$ cat src/rtl/audio_pkg.sv
// Shared widths and helpers for the stereo gain stage.
package audio_pkg;

    localparam int SAMPLE_W = 24;
    localparam int GAIN_W   = 8;

    // Target gain seen by the ramp: mute and negative requests both mean silence.
    function automatic logic [GAIN_W-1:0] clamp_gain(
        input logic signed [31:0] g,
        input logic               mute,
        input int                 gain_max
    );
        if (mute || g < 0) begin
            return '0;
        end else if (g > gain_max) begin
            return GAIN_W'(gain_max);
        end else begin
            return g[GAIN_W-1:0];
        end
    endfunction

    // Saturate a sign-extended product to a w-bit signed range (w <= 32).
    function automatic logic signed [63:0] sat(
        input logic signed [63:0] x,
        input int unsigned        w
    );
        logic signed [63:0] hi;
        logic signed [63:0] lo;
        hi = (64'sd1 <<< (w - 1)) - 64'sd1;
        lo = -(64'sd1 <<< (w - 1));
        if (x > hi) begin
            return hi;
        end else if (x < lo) begin
            return lo;
        end else begin
            return x;
        end
    endfunction

endpackage

$ cat src/rtl/gain_ramp.sv
// Applied-gain slew: steps cur_gain by +/-1 toward the clamped target every RAMP_DIV accepted frames.
module gain_ramp
    import audio_pkg::*;
#(
    parameter int GAIN_MAX  = 50,
    parameter int GAIN_INIT = 1,
    parameter int RAMP_DIV  = 64
) (
    input  logic                 CLK,
    input  logic                 RST_N,
    input  logic signed [31:0]   gain,
    input  logic                 mute,
    input  logic                 step,
    output logic [GAIN_W-1:0]    cur_gain
);

    localparam int CNT_W = (RAMP_DIV > 1) ? $clog2(RAMP_DIV) : 1;
    localparam logic [CNT_W-1:0] CNT_LAST = CNT_W'(RAMP_DIV - 1);

    logic [GAIN_W-1:0] target_gain;
    logic [GAIN_W-1:0] cur_gain_q, cur_gain_d;
    logic [CNT_W-1:0]  frame_cnt_q, frame_cnt_d;

    assign target_gain = clamp_gain(gain, mute, GAIN_MAX);

    // A target change mid-ramp keeps the partial frame count.
    always_comb begin
        cur_gain_d  = cur_gain_q;
        frame_cnt_d = frame_cnt_q;
        if (step) begin
            if (cur_gain_q == target_gain) begin
                frame_cnt_d = '0;
            end else if (frame_cnt_q == CNT_LAST) begin
                frame_cnt_d = '0;
                cur_gain_d  = (target_gain > cur_gain_q) ? cur_gain_q + 8'd1
                                                         : cur_gain_q - 8'd1;
            end else begin
                frame_cnt_d = frame_cnt_q + 1'b1;
            end
        end
    end

    always_ff @(posedge CLK) begin
        if (!RST_N) begin
            cur_gain_q  <= GAIN_W'(GAIN_INIT);
            frame_cnt_q <= '0;
        end else begin
            cur_gain_q  <= cur_gain_d;
            frame_cnt_q <= frame_cnt_d;
        end
    end

    assign cur_gain = cur_gain_q;

endmodule

$ cat src/rtl/gain_stage.sv
// Stereo gain stage: two-stage valid/ready pipeline (multiply, then saturate) driven by a slewed gain.
module gain_stage
    import audio_pkg::*;
#(
    parameter int SAMPLE_W  = audio_pkg::SAMPLE_W,
    parameter int GAIN_MAX  = 50,
    parameter int GAIN_INIT = 1,
    parameter int RAMP_DIV  = 64
) (
    input  logic                       CLK,
    input  logic                       RST_N,
    input  logic signed [31:0]         gain,
    input  logic                       mute,
    input  logic                       in_valid,
    output logic                       in_ready,
    input  logic signed [SAMPLE_W-1:0] in_l,
    input  logic signed [SAMPLE_W-1:0] in_r,
    output logic                       out_valid,
    input  logic                       out_ready,
    output logic signed [SAMPLE_W-1:0] out_l,
    output logic signed [SAMPLE_W-1:0] out_r,
    output logic                       clip,
    output logic [GAIN_W-1:0]          cur_gain
);

    // Largest product |min_sample| * 255 fits in SAMPLE_W+GAIN_W signed bits.
    localparam int PROD_W = SAMPLE_W + GAIN_W;

    logic                       adv;
    logic                       accept;
    logic signed [PROD_W-1:0]   gain_ext;

    logic                       s1_valid_q, s1_valid_d;
    logic signed [PROD_W-1:0]   s1_l_q, s1_l_d;
    logic signed [PROD_W-1:0]   s1_r_q, s1_r_d;
    logic                       out_valid_q, out_valid_d;
    logic signed [SAMPLE_W-1:0] out_l_q, out_l_d;
    logic signed [SAMPLE_W-1:0] out_r_q, out_r_d;
    logic                       clip_q, clip_d;

    assign adv    = !out_valid_q || out_ready;
    assign accept = in_valid && adv;

    gain_ramp #(
        .GAIN_MAX  (GAIN_MAX),
        .GAIN_INIT (GAIN_INIT),
        .RAMP_DIV  (RAMP_DIV)
    ) u_gain_ramp (
        .CLK      (CLK),
        .RST_N    (RST_N),
        .gain     (gain),
        .mute     (mute),
        .step     (accept),
        .cur_gain (cur_gain)
    );

    assign gain_ext = PROD_W'($signed({1'b0, cur_gain}));

    always_comb begin
        s1_valid_d  = s1_valid_q;
        s1_l_d      = s1_l_q;
        s1_r_d      = s1_r_q;
        out_valid_d = out_valid_q;
        out_l_d     = out_l_q;
        out_r_d     = out_r_q;
        clip_d      = clip_q;
        if (adv) begin
            s1_valid_d  = in_valid;
            s1_l_d      = PROD_W'(in_l) * gain_ext;
            s1_r_d      = PROD_W'(in_r) * gain_ext;
            out_valid_d = s1_valid_q;
            out_l_d     = SAMPLE_W'(sat(64'(s1_l_q), SAMPLE_W));
            out_r_d     = SAMPLE_W'(sat(64'(s1_r_q), SAMPLE_W));
            clip_d      = s1_valid_q &&
                          ((sat(64'(s1_l_q), SAMPLE_W) != 64'(s1_l_q)) ||
                           (sat(64'(s1_r_q), SAMPLE_W) != 64'(s1_r_q)));
        end
    end

    always_ff @(posedge CLK) begin
        if (!RST_N) begin
            s1_valid_q  <= 1'b0;
            s1_l_q      <= '0;
            s1_r_q      <= '0;
            out_valid_q <= 1'b0;
            out_l_q     <= '0;
            out_r_q     <= '0;
            clip_q      <= 1'b0;
        end else begin
            s1_valid_q  <= s1_valid_d;
            s1_l_q      <= s1_l_d;
            s1_r_q      <= s1_r_d;
            out_valid_q <= out_valid_d;
            out_l_q     <= out_l_d;
            out_r_q     <= out_r_d;
            clip_q      <= clip_d;
        end
    end

    assign in_ready  = adv;
    assign out_valid = out_valid_q;
    assign out_l     = out_l_q;
    assign out_r     = out_r_q;
    assign clip      = clip_q;

endmodule

$ cat config.mk
export PLATFORM = sky130hd
export DESIGN_NAME = gain_stage
export DESIGN_NICKNAME = d
export VERILOG_FILES = /design/src/rtl/audio_pkg.sv /design/src/rtl/gain_ramp.sv /design/src/rtl/gain_stage.sv
export SDC_FILE = /design/constraint.sdc
export NUM_CORES = 1
export LEC_CHECK = 0
export CAP_MARGIN = 20
export CORE_MARGIN = 4
export CORE_UTILIZATION = 55
export CTS_BUF_LIST = sky130_fd_sc_hd__clkbuf_4 sky130_fd_sc_hd__clkbuf_8
export CTS_CLUSTER_SIZE = 25
export DETAILED_ROUTE_END_ITERATION = 7
export PLACE_DENSITY = 0.85
export SYNTH_ARGS = -nofsm -noshare
export SYNTH_HDL_FRONTEND = slang
export SYNTH_SLANG_ARGS = --single-unit
$ cat constraint.sdc
create_clock -name CLK -period 7.1 [get_ports CLK]
set_clock_uncertainty 0.1 [all_clocks]
set_input_delay 2.13 -clock CLK [delete_from_list [all_inputs] [get_ports CLK]]
set_output_delay 2.13 -clock CLK [all_outputs]
set_load 0.05 [all_outputs]
==> metrics, run 1 <==
Ports=144; total die area=37200 µm²; Worst path max stage delay=0.60 ns; worst reg2reg path depth=18; Non-Filler Instances=2885; # rows=67; critical path's slowest cell=clkdlybuf4s50_1; Compound-Gate Fraction of Synth Area=0.124; internal power=0.00134 W; DRC viols=0; Yosys warning count=0; Worst Hold Class=reg2reg; r2r endpoint=s1_l_q[31]; count leader, synth=inv_1; pwr dens=93.3 nW/µm²; CP startpoint kind=input pin; worst path bufs/invs=5; Worst VDD drop=119 µV; Die W=193 µm; Crit Path Max Fanout=8; Setup Total Neg Slack=0 ns; Sw Ratio=0.347; worst skew pair latency=0.46 ns; Die Y=193 µm; post-synthesis sequential area ratio=0.137; Post-synth EDFFs=0; Hold Path Depth=2; Static Leakage=11.0 nW; Final #Nets=2946; first-pass GRT wire length=81000 µm; DR pass1 iterations=5; post-route ant nets=0; max_slew headroom=0.271; CTS tree=done; Final Total Pwr=0.00205 W; post-layout min period=6.89 ns; DP Cell Count=2850; Critical Path AT=7.12 ns; largest family of logic cells by synthesized area=adder cells; CTS Buffer Depth=2; mapped cell area=18800 µm²; max-slew violation count=0; Max Cap Viol=0; R2R Setup Slk=1.22 ns; layout cell share with drive strength beyond 1=0.0859; post-DP HPWL=38000 µm; Area growth syn-to-layout=16.8%; Synth Area in Adders=0.412; total core area=33600 µm²; total grt overflow=0; final wirelength=47400 µm; ys async rst share=0; clk slew on worst S/H paths=0.08 ns; TritonCTS sink count=129; Synth Area in Simple Gates=0.205; Worst Hold End=out_r[23]; vias in the first global route=17600; P_sw=0.000710 W; Setup CP Type=in2reg; Num CTS Buffers=17; Logic pwr share=0.287; RSZ-0062 raised after global routing=no; cells after synthesis=2206; Top FF cell, synth=dfxtp_1; Total GRT Usage=0.265; Tcrit/Tclk final=0.970; CP delay by family, top=adder cells; Final GP Congestion=0.938; # setup viols final=0; post-synthesis mux area share=0.00160; Initial DRC Count=904; initial antenna violation count=4; Syn Area/Cell=8.52 µm²; Critical Path RT=7.33 ns; Clock Power Share=0.313; Fin. Hold Viols=0; synth cell count leaders=inv_1, fa_1, and2_1; fin util=0.653; worst slew pin tran=1.09 ns; Initial Util=0.559; CTS root buffer=clkbuf_8; xor/xnor cell area share of the yosys netlist=0.0238; worst setup margin=0.212 ns; total number of vias=16000; level count of the clock H-tree=4; crit end category=flip-flop; area leader, netlist=fa_1; input/output buffers=143; synth unique cells=69; Yosys top cell area share=0.316; f_max=145 MHz; Crit Reg-Reg Startpoint=u_gain_ramp.cur_gain[1]; hold path startpoint=out_r[23]; main area contributors after synthesis=fa_1, dfxtp_1, ha_1; WL/cell=16.4 µm; register bit count reported by yosys=129; CP Cell Sequence=clkdlybuf4s50_1, nand2_1, fa_1, inv_1, fa_1, inv_1, fa_1, inv_1, fa_1, ha_1, buf_4, nand3_1, nor2_1, nand3_1, a21oi_2, a2111oi_4, o31ai_1, xnor2_1, o21ai_1; Crit path top cell by count=fa_1; largest net degree at the start of global routing=112; pre-CTS setup slack=-0.279 ns; share of power burned in registers=0.400; vias per inst=5.54; status=finished, final reports clean
kinds of logic after synthesis:
kind of cell	count (synthesis)
AND/OR/NAND/NOR	742
buffers and inverters	478
adder cells (fa/ha/maj)	440
AO/OA/AOI/OAI	362
flip-flops	129
XOR/XNOR	51
multiplexers	3
other	1
power groups by stage:
stage	clock [W]	sequential (W)	combinational [W]
floorplan	0	0.000926	0.000240
global placement	0	0.000834	0.000568
detailed placement	0	0.000835	0.000583
CTS	0.000644	0.000819	0.000587
global route	0.000679	0.000825	0.000643
finish	0.000641	0.000820	0.000588
worst min-delay path: cells and delay by family, from the launching register on:
kind             cells  cell delay (ns)
AND/OR/NAND/NOR      1             0.05
AO/OA/AOI/OAI        1             0.05
flip-flops           1             0.32
metrics by stage:
| stage | hold WS [ns] | area [µm²] |
|---|---|---|
| floorplan | 0.337 | 18800 |
| global placement | 0.342 | 21500 |
| detailed placement | 0.356 | 21500 |
| CTS | 0.365 | 21900 |
| global route | 0.394 | 22000 |
| finish | 0.363 | 22000 |
worst max-delay path by stage:
stage                  start          to  slack (ns)  depth (start not counted)
floorplan           in_l[18]  s1_l_q[28]        0.61                         16
global placement     in_r[9]  s1_r_q[30]       -0.15                         18
detailed placement   in_r[9]  s1_r_q[30]       -0.28                         18
CTS                  in_r[9]  s1_r_q[30]        0.17                         18
global route         in_r[9]  s1_r_q[30]       0.007                         18
finish               in_r[9]  s1_r_q[29]        0.21                         19
cell type report:
type	instances	area [µm²]
antenna	4	10.0
clock buffer	18	241
clock inverter	13	151
fill	2613	11700
inverter	382	1440
multi-input combinational	1600	14400
sequential	129	2590
tap	448	561
timing repair buffer	291	2540
placed cells by master (no fill, tap or decap), types with 33 or more instances in the layout:
master and instances:
inv_1 380, fa_1 297, and2_1 248, nand2_1 234
buf_4 149, ha_1 143, clkdlybuf4s50_1 139, dfxtp_1 125
a21oi_1 95, o21ai_0 81, nor2_1 73, a31oi_1 52
nand2b_1 47, nand3_1 33
repair_timing:
action,in CTS,in global routing
hold buffers,0,0
gates resized for setup,0,6
setup endpoints to repair,0,6
setup buffers,0,0
state kept, by name, indices dropped and copies added, names as in the netlist:
| signal | flops |
|---|---|
| out_valid | 1 |
| out_l | 24 |
| s1_r_q | 32 |
| u_gain_ramp.frame_cnt_q | 6 |
| clip | 1 |
| s1_valid_q | 1 |
| out_r | 24 |
| s1_l_q | 32 |
| u_gain_ramp.cur_gain | 8 |
routing by layer:
metal	vias up	global-route usage	wire length [µm]
met5	-	0	0
met2	508	0.502	25800
met4	0	0.115	1960
met1	7881	0.294	17400
li1	7448	-	-
met3	146	0.0360	2320
(Power assumes the default switching activity.)
==> inputs of run 2 (changes only) <==
--- a/config.mk
+++ b/config.mk
@@ -11,7 +11,8 @@
 export CTS_BUF_LIST = sky130_fd_sc_hd__clkbuf_4 sky130_fd_sc_hd__clkbuf_8
 export CTS_CLUSTER_SIZE = 25
 export DETAILED_ROUTE_END_ITERATION = 7
-export PLACE_DENSITY = 0.85
+export PLACE_DENSITY = 0.8
 export SYNTH_ARGS = -nofsm -noshare
 export SYNTH_HDL_FRONTEND = slang
 export SYNTH_SLANG_ARGS = --single-unit
+export TNS_END_PERCENT = 10
==> run 2 against run 1 <==
Via count is 0.55% lower. Utilization is 0.10 points higher. Largest cell class unchanged. Worst setup slack worse by 0.036 ns.
==> metrics, run 2 (synthesis results as in run 1) <==
Non-Filler Instances=2883; Worst path max stage delay=0.61 ns; most frequent cells in the layout=inv_1, fa_1, and2_1; max_slew headroom=0.270; fillers=2697; Initial Util=0.559; post-route ant nets=0; met3 routed wirelength=1830 µm; post-layout min period=6.92 ns; Area growth syn-to-layout=17.0%; crit end category=flip-flop; TritonCTS sink count=129; Crit Path Max Fanout=4; total number of vias=15900; total die area=37200 µm²; status=finished, final reports clean; # setup viols final=0; metal2 WL=25300 µm; total core area=33600 µm²; max-slew violation count=0; Crit path top cell by count=fa_1; DP Cell Count=2852; Ports=144; cts hold-fix bufs=0; final wirelength=46700 µm; Critical Path RT=7.31 ns; CTS resizes=0; input/output buffers=143; Die Y=193 µm; clk slew on worst S/H paths=0.08 ns; initial antenna violation count=1; pwr dens=91.2 nW/µm²; pre-CTS setup slack=-0.349 ns; wire length on met1=17800 µm; worst setup margin=0.176 ns; Die W=193 µm; postcts setup bufs=0; Fin. Hold Viols=0; Num CTS Buffers=17; Total GRT Usage=0.258; CP startpoint kind=input pin; WL/cell=16.2 µm; worst skew pair latency=0.44 ns; Crit Reg-Reg Startpoint=u_gain_ramp.cur_gain[1]; Top Registers=s1_l_q x32, s1_r_q x32; Initial DRC Count=884; Final GP Congestion=0.905; DRC viols=0; vias in the first global route=17100; total grt overflow=0; layout cell share with drive strength beyond 1=0.0871; post-DP HPWL=37600 µm; Tcrit/Tclk final=0.975; CTS Buffer Depth=2; critical path's slowest cell=fa_1; Critical Path AT=7.14 ns; worst slew pin tran=1.10 ns; crit path from=in_r[9]; CP Cell Sequence=clkdlybuf4s50_1, nand2_1, fa_1, inv_1, fa_1, inv_1, fa_1, inv_1, fa_1, ha_4, a2111o_1, o21a_1, o21ai_2, o21bai_1, a31oi_1, xor2_1, buf_4, o21ai_1; Final #Nets=2948; f_max=144 MHz; Register Area=2590 µm²; first-pass GRT wire length=79000 µm; Max Cap Viol=0; # rows=67; Top Metal Used=met4; Worst VDD drop=104 µV; level count of the clock H-tree=4; hold path startpoint=s1_r_q[26]; Multi-input gate area=14500 µm²; Setup CP Type=in2reg; Static Leakage=11.0 nW; vias per inst=5.51; DR pass1 iterations=5; Worst Hold Class=reg2reg; RSZ-0062 raised after global routing=no; largest net degree at the start of global routing=85; CTS tree=done; CTS root buffer=clkbuf_8; most common cell after layout, fill and taps aside=inv_1
run 2: worst paths after layout:
| kind | end | slack, ns | depth (start not counted) |
|---|---|---|---|
| worst max-delay path | s1_r_q[22] | 0.18 | 18 |
| worst min-delay path | s1_r_q[26] | 0.36 | 2 |
| worst max register to register | s1_l_q[31] | 1.16 | 18 |
| worst min register to register | s1_r_q[26] | 0.36 | 2 |
run 2: critical path: cells and delay by family:
| kind | cells | cell delay, ns |
|---|---|---|
| xor gates and xnor gates | 1 | 0.34 |
| and+or+nand+nor | 1 | 0.12 |
| buffers and inverters | 5 | 0.88 |
| adders and majority gates | 5 | 2.42 |
| AOI/OAI and AO/OA | 6 | 1.23 |
run 2: power by group:
group / internal (W) / total, W / switching, W
Combinational: 0.000239 / 0.000587 / 0.000349
Sequential: 0.000779 / 0.000819 / 0.0000407
Clock: 0.000279 / 0.000599 / 0.000320
Total: 0.00130 / 0.00201 / 0.000710
run 2: routing by layer:
layer  GRT usage  vias up
met5           0        -
met4      0.0987        0
met3      0.0309      131
met2       0.496      439
met1       0.288     7883
li1            -     7442
run 2: area by class of cell:
cell class,instances,share of cell area
Multi-Input combinational cell,1600,0.657
Inverter,382,0.0653
Tap cell,448,0.0255
Sequential cell,129,0.118
Antenna cell,1,0.000114
Timing Repair Buffer,293,0.118
Clock buffer,17,0.0106
Clock inverter,13,0.00575
run 2: stage by stage:
stage	power [W]	TNS, ns	area, µm²	hold slack, ns	utilization
5_1_grt	0.00209	0	22000	0.396	0.654
2_1_floorplan	0.00117	0	18800	0.337	-
4_1_cts	0.00200	0	21900	0.362	0.653
3_3_place_gp	0.00140	-1.57	21600	0.344	0.641
3_5_place_dp	0.00142	-3.46	21600	0.352	0.642
6_report	0.00201	0	22000	0.364	0.654
==> inputs of run 3 (changes only) <==
--- a/config.mk
+++ b/config.mk
@@ -6,12 +6,14 @@
 export NUM_CORES = 1
 export LEC_CHECK = 0
 export CAP_MARGIN = 20
+export CELL_PAD_IN_SITES_DETAIL_PLACEMENT = 1
+export CELL_PAD_IN_SITES_GLOBAL_PLACEMENT = 2
 export CORE_MARGIN = 4
-export CORE_UTILIZATION = 55
+export CORE_UTILIZATION = 31
 export CTS_BUF_LIST = sky130_fd_sc_hd__clkbuf_4 sky130_fd_sc_hd__clkbuf_8
 export CTS_CLUSTER_SIZE = 25
 export DETAILED_ROUTE_END_ITERATION = 7
-export PLACE_DENSITY = 0.8
+export PLACE_DENSITY = 0.77
 export SYNTH_ARGS = -nofsm -noshare
 export SYNTH_HDL_FRONTEND = slang
 export SYNTH_SLANG_ARGS = --single-unit
==> constraint.sdc (replaced) <==
create_clock -name CLK -period 6.2 [get_ports CLK]
set_clock_uncertainty 0.1 [all_clocks]
set_input_delay 1.86 -clock CLK [delete_from_list [all_inputs] [get_ports CLK]]
set_output_delay 1.86 -clock CLK [all_outputs]
set_load 0.05 [all_outputs]
==> run 3 against run 2 <==
Via count increased by 1.7%. Sequential power rose by 15%. Largest power group unchanged. Combinational power up 21%.
==> metrics, run 3 (synthesis results as in run 1) <==
status=finished, final reports clean; Ports=144; Worst VDD drop=93.1 µV; largest net degree at the start of global routing=78; Worst Hold Class=reg2reg; worst skew pair latency=0.46 ns; Final Total Pwr=0.00239 W; total die area=64600 µm²; Static Leakage=11.6 nW; RSZ-0062 raised after global routing=yes; pwr dens=101 nW/µm²; final wirelength=57700 µm; layout cell share with drive strength beyond 1=0.175; Finished Cell Area=23700 µm²; Total GRT Usage=0.182; R2R Setup Slk=0.58 ns; Worst Hold End=out_r[23]; Num CTS Buffers=17; most frequent cells in the layout=inv_1, fa_1, buf_4; DR pass1 iterations=6; # setup viols final=0; DRC viols=0; fillers=7115; Setup CP Type=in2reg; Area growth syn-to-layout=26.2%; most common cell after layout, fill and taps aside=inv_1; post-route ant nets=0; Fin. Hold Viols=0; Final GP Congestion=0.855; max_slew headroom=0.381; Die Y=254 µm; total grt overflow=0; Critical Path RT=6.46 ns; initial antenna violation count=4; Final #Nets=3066; Crit Reg-Reg Startpoint=u_gain_ramp.cur_gain[0]; CTS root buffer=clkbuf_8; vias in the first global route=18600; fin util=0.394; Hold Path Depth=2; Top Registers=s1_l_q x32, s1_r_q x32; total core area=60200 µm²; Crit Path Max Fanout=4; crit end category=flip-flop; # rows=90; Critical Path AT=6.36 ns; Die W=254 µm; pre-CTS setup slack=-1.01 ns; CTS tree=done; worst setup margin=0.107 ns; max-slew violation count=0; TritonCTS sink count=129; post-DP HPWL=46700 µm; vias per inst=4.84; worst reg2reg path depth=19; r2r endpoint=s1_l_q[26]; cell area after placement=22900 µm²; cts hold-fix bufs=0; Initial Util=0.312; level count of the clock H-tree=4; Tcrit/Tclk final=0.983; f_max=164 MHz; clk slew on worst S/H paths=0.10 ns; Max Cap Viol=0; CTS Buffer Depth=2; hold path startpoint=out_r[23]; worst slew pin tran=0.929 ns; first-pass GRT wire length=95600 µm; input/output buffers=143; WL/cell=17.3 µm; Initial DRC Count=550; post-layout min period=6.09 ns; total number of vias=16200; Multi-input gate area=15000 µm²; Register Area=2590 µm²; CP startpoint kind=input pin
run 3: cell count changes in the layout (fill, tap and decap cells not counted), moves of 5 or more:
cell	change
o21ai_0	-6
o21ai_2	+5
clkdlybuf4s50_1	-43
buf_2	+10
buf_4	+109
fa_2	+9
ha_1	-18
a21oi_2	+10
a21oi_1	-11
ha_4	+17
clkbuf_2	+25
fa_1	-9
buf_6	+6
run 3: routing by layer:
layer  up-vias  part of all wire  track usage
met5         -           0.00026            0
met4         2             0.018       0.0390
met3        67             0.018       0.0188
met2       132              0.58        0.376
met1      8295              0.39        0.197
li1       7672                 -            -
run 3: power by group:
part | leakage [nW] | switching [W] | internal (W)
sequential | 1.07 | 0.0000474 | 0.000892
clock | 0.197 | 0.000430 | 0.000303
combinational | 10.4 | 0.000422 | 0.000290
total | 11.6 | 0.000900 | 0.00149
run 3: what timing repair did:
| action | CTS | global route |
|---|---|---|
| hold endpoints to repair | 0 | 0 |
| endpoints found under the setup margin | 38 | 35 |
| pin swaps | 34 | 62 |
| resized for setup | 111 | 137 |
| buffers inserted | 5 | 5 |
run 3: metrics by stage:
stage / instances / TNS [ns] / hold slack, ns
6_report: 3340 / 0 / 0.360
5_1_grt: 3337 / -0.164 / 0.393
4_1_cts: 3331 / -0.0173 / 0.364
3_5_place_dp: 3294 / -32.07 / 0.351
3_3_place_gp: 3294 / -29.11 / 0.344
2_1_floorplan: 2207 / 0 / 0.337
run 3: critical path: stages:
cell           delay, ns
dlygate4sd2_1       0.25
nand2_1             0.09
fa_1                0.53
inv_1               0.05
fa_1                0.51
inv_1               0.06
fa_1                0.52
inv_1               0.05
fa_1                0.48
ha_4                0.28
a21o_1              0.20
a31o_1              0.21
a221oi_2            0.29
o31a_1              0.29
a21o_4              0.17
a31oi_4             0.08
a211o_1             0.30
o2111a_1            0.13
run 3: cell type report:
class,count,area share
Inverter,382,0.0606
Clock buffer,17,0.00986
Tap cell,782,0.0412
Timing Repair Buffer,411,0.141
Multi-Input combinational cell,1600,0.631
Antenna cell,4,0.000422
Clock inverter,15,0.00665
Sequential cell,129,0.109
run 3: how the worst max path moves through the flow:
stage / startpoint / endpoint / slack [ns] / cells past startpoint
final: in_l[22] / s1_l_q[31] / 0.11 / 18
after global routing: in_r[7] / s1_r_q[30] / -0.06 / 19
after CTS: in_l[7] / s1_l_q[26] / -0.008 / 16
after detailed placement: in_r[14] / s1_r_q[30] / -1.01 / 17
after global placement: in_r[12] / s1_r_q[29] / -0.90 / 18
after floorplan: in_l[18] / s1_l_q[28] / 0.02 / 16
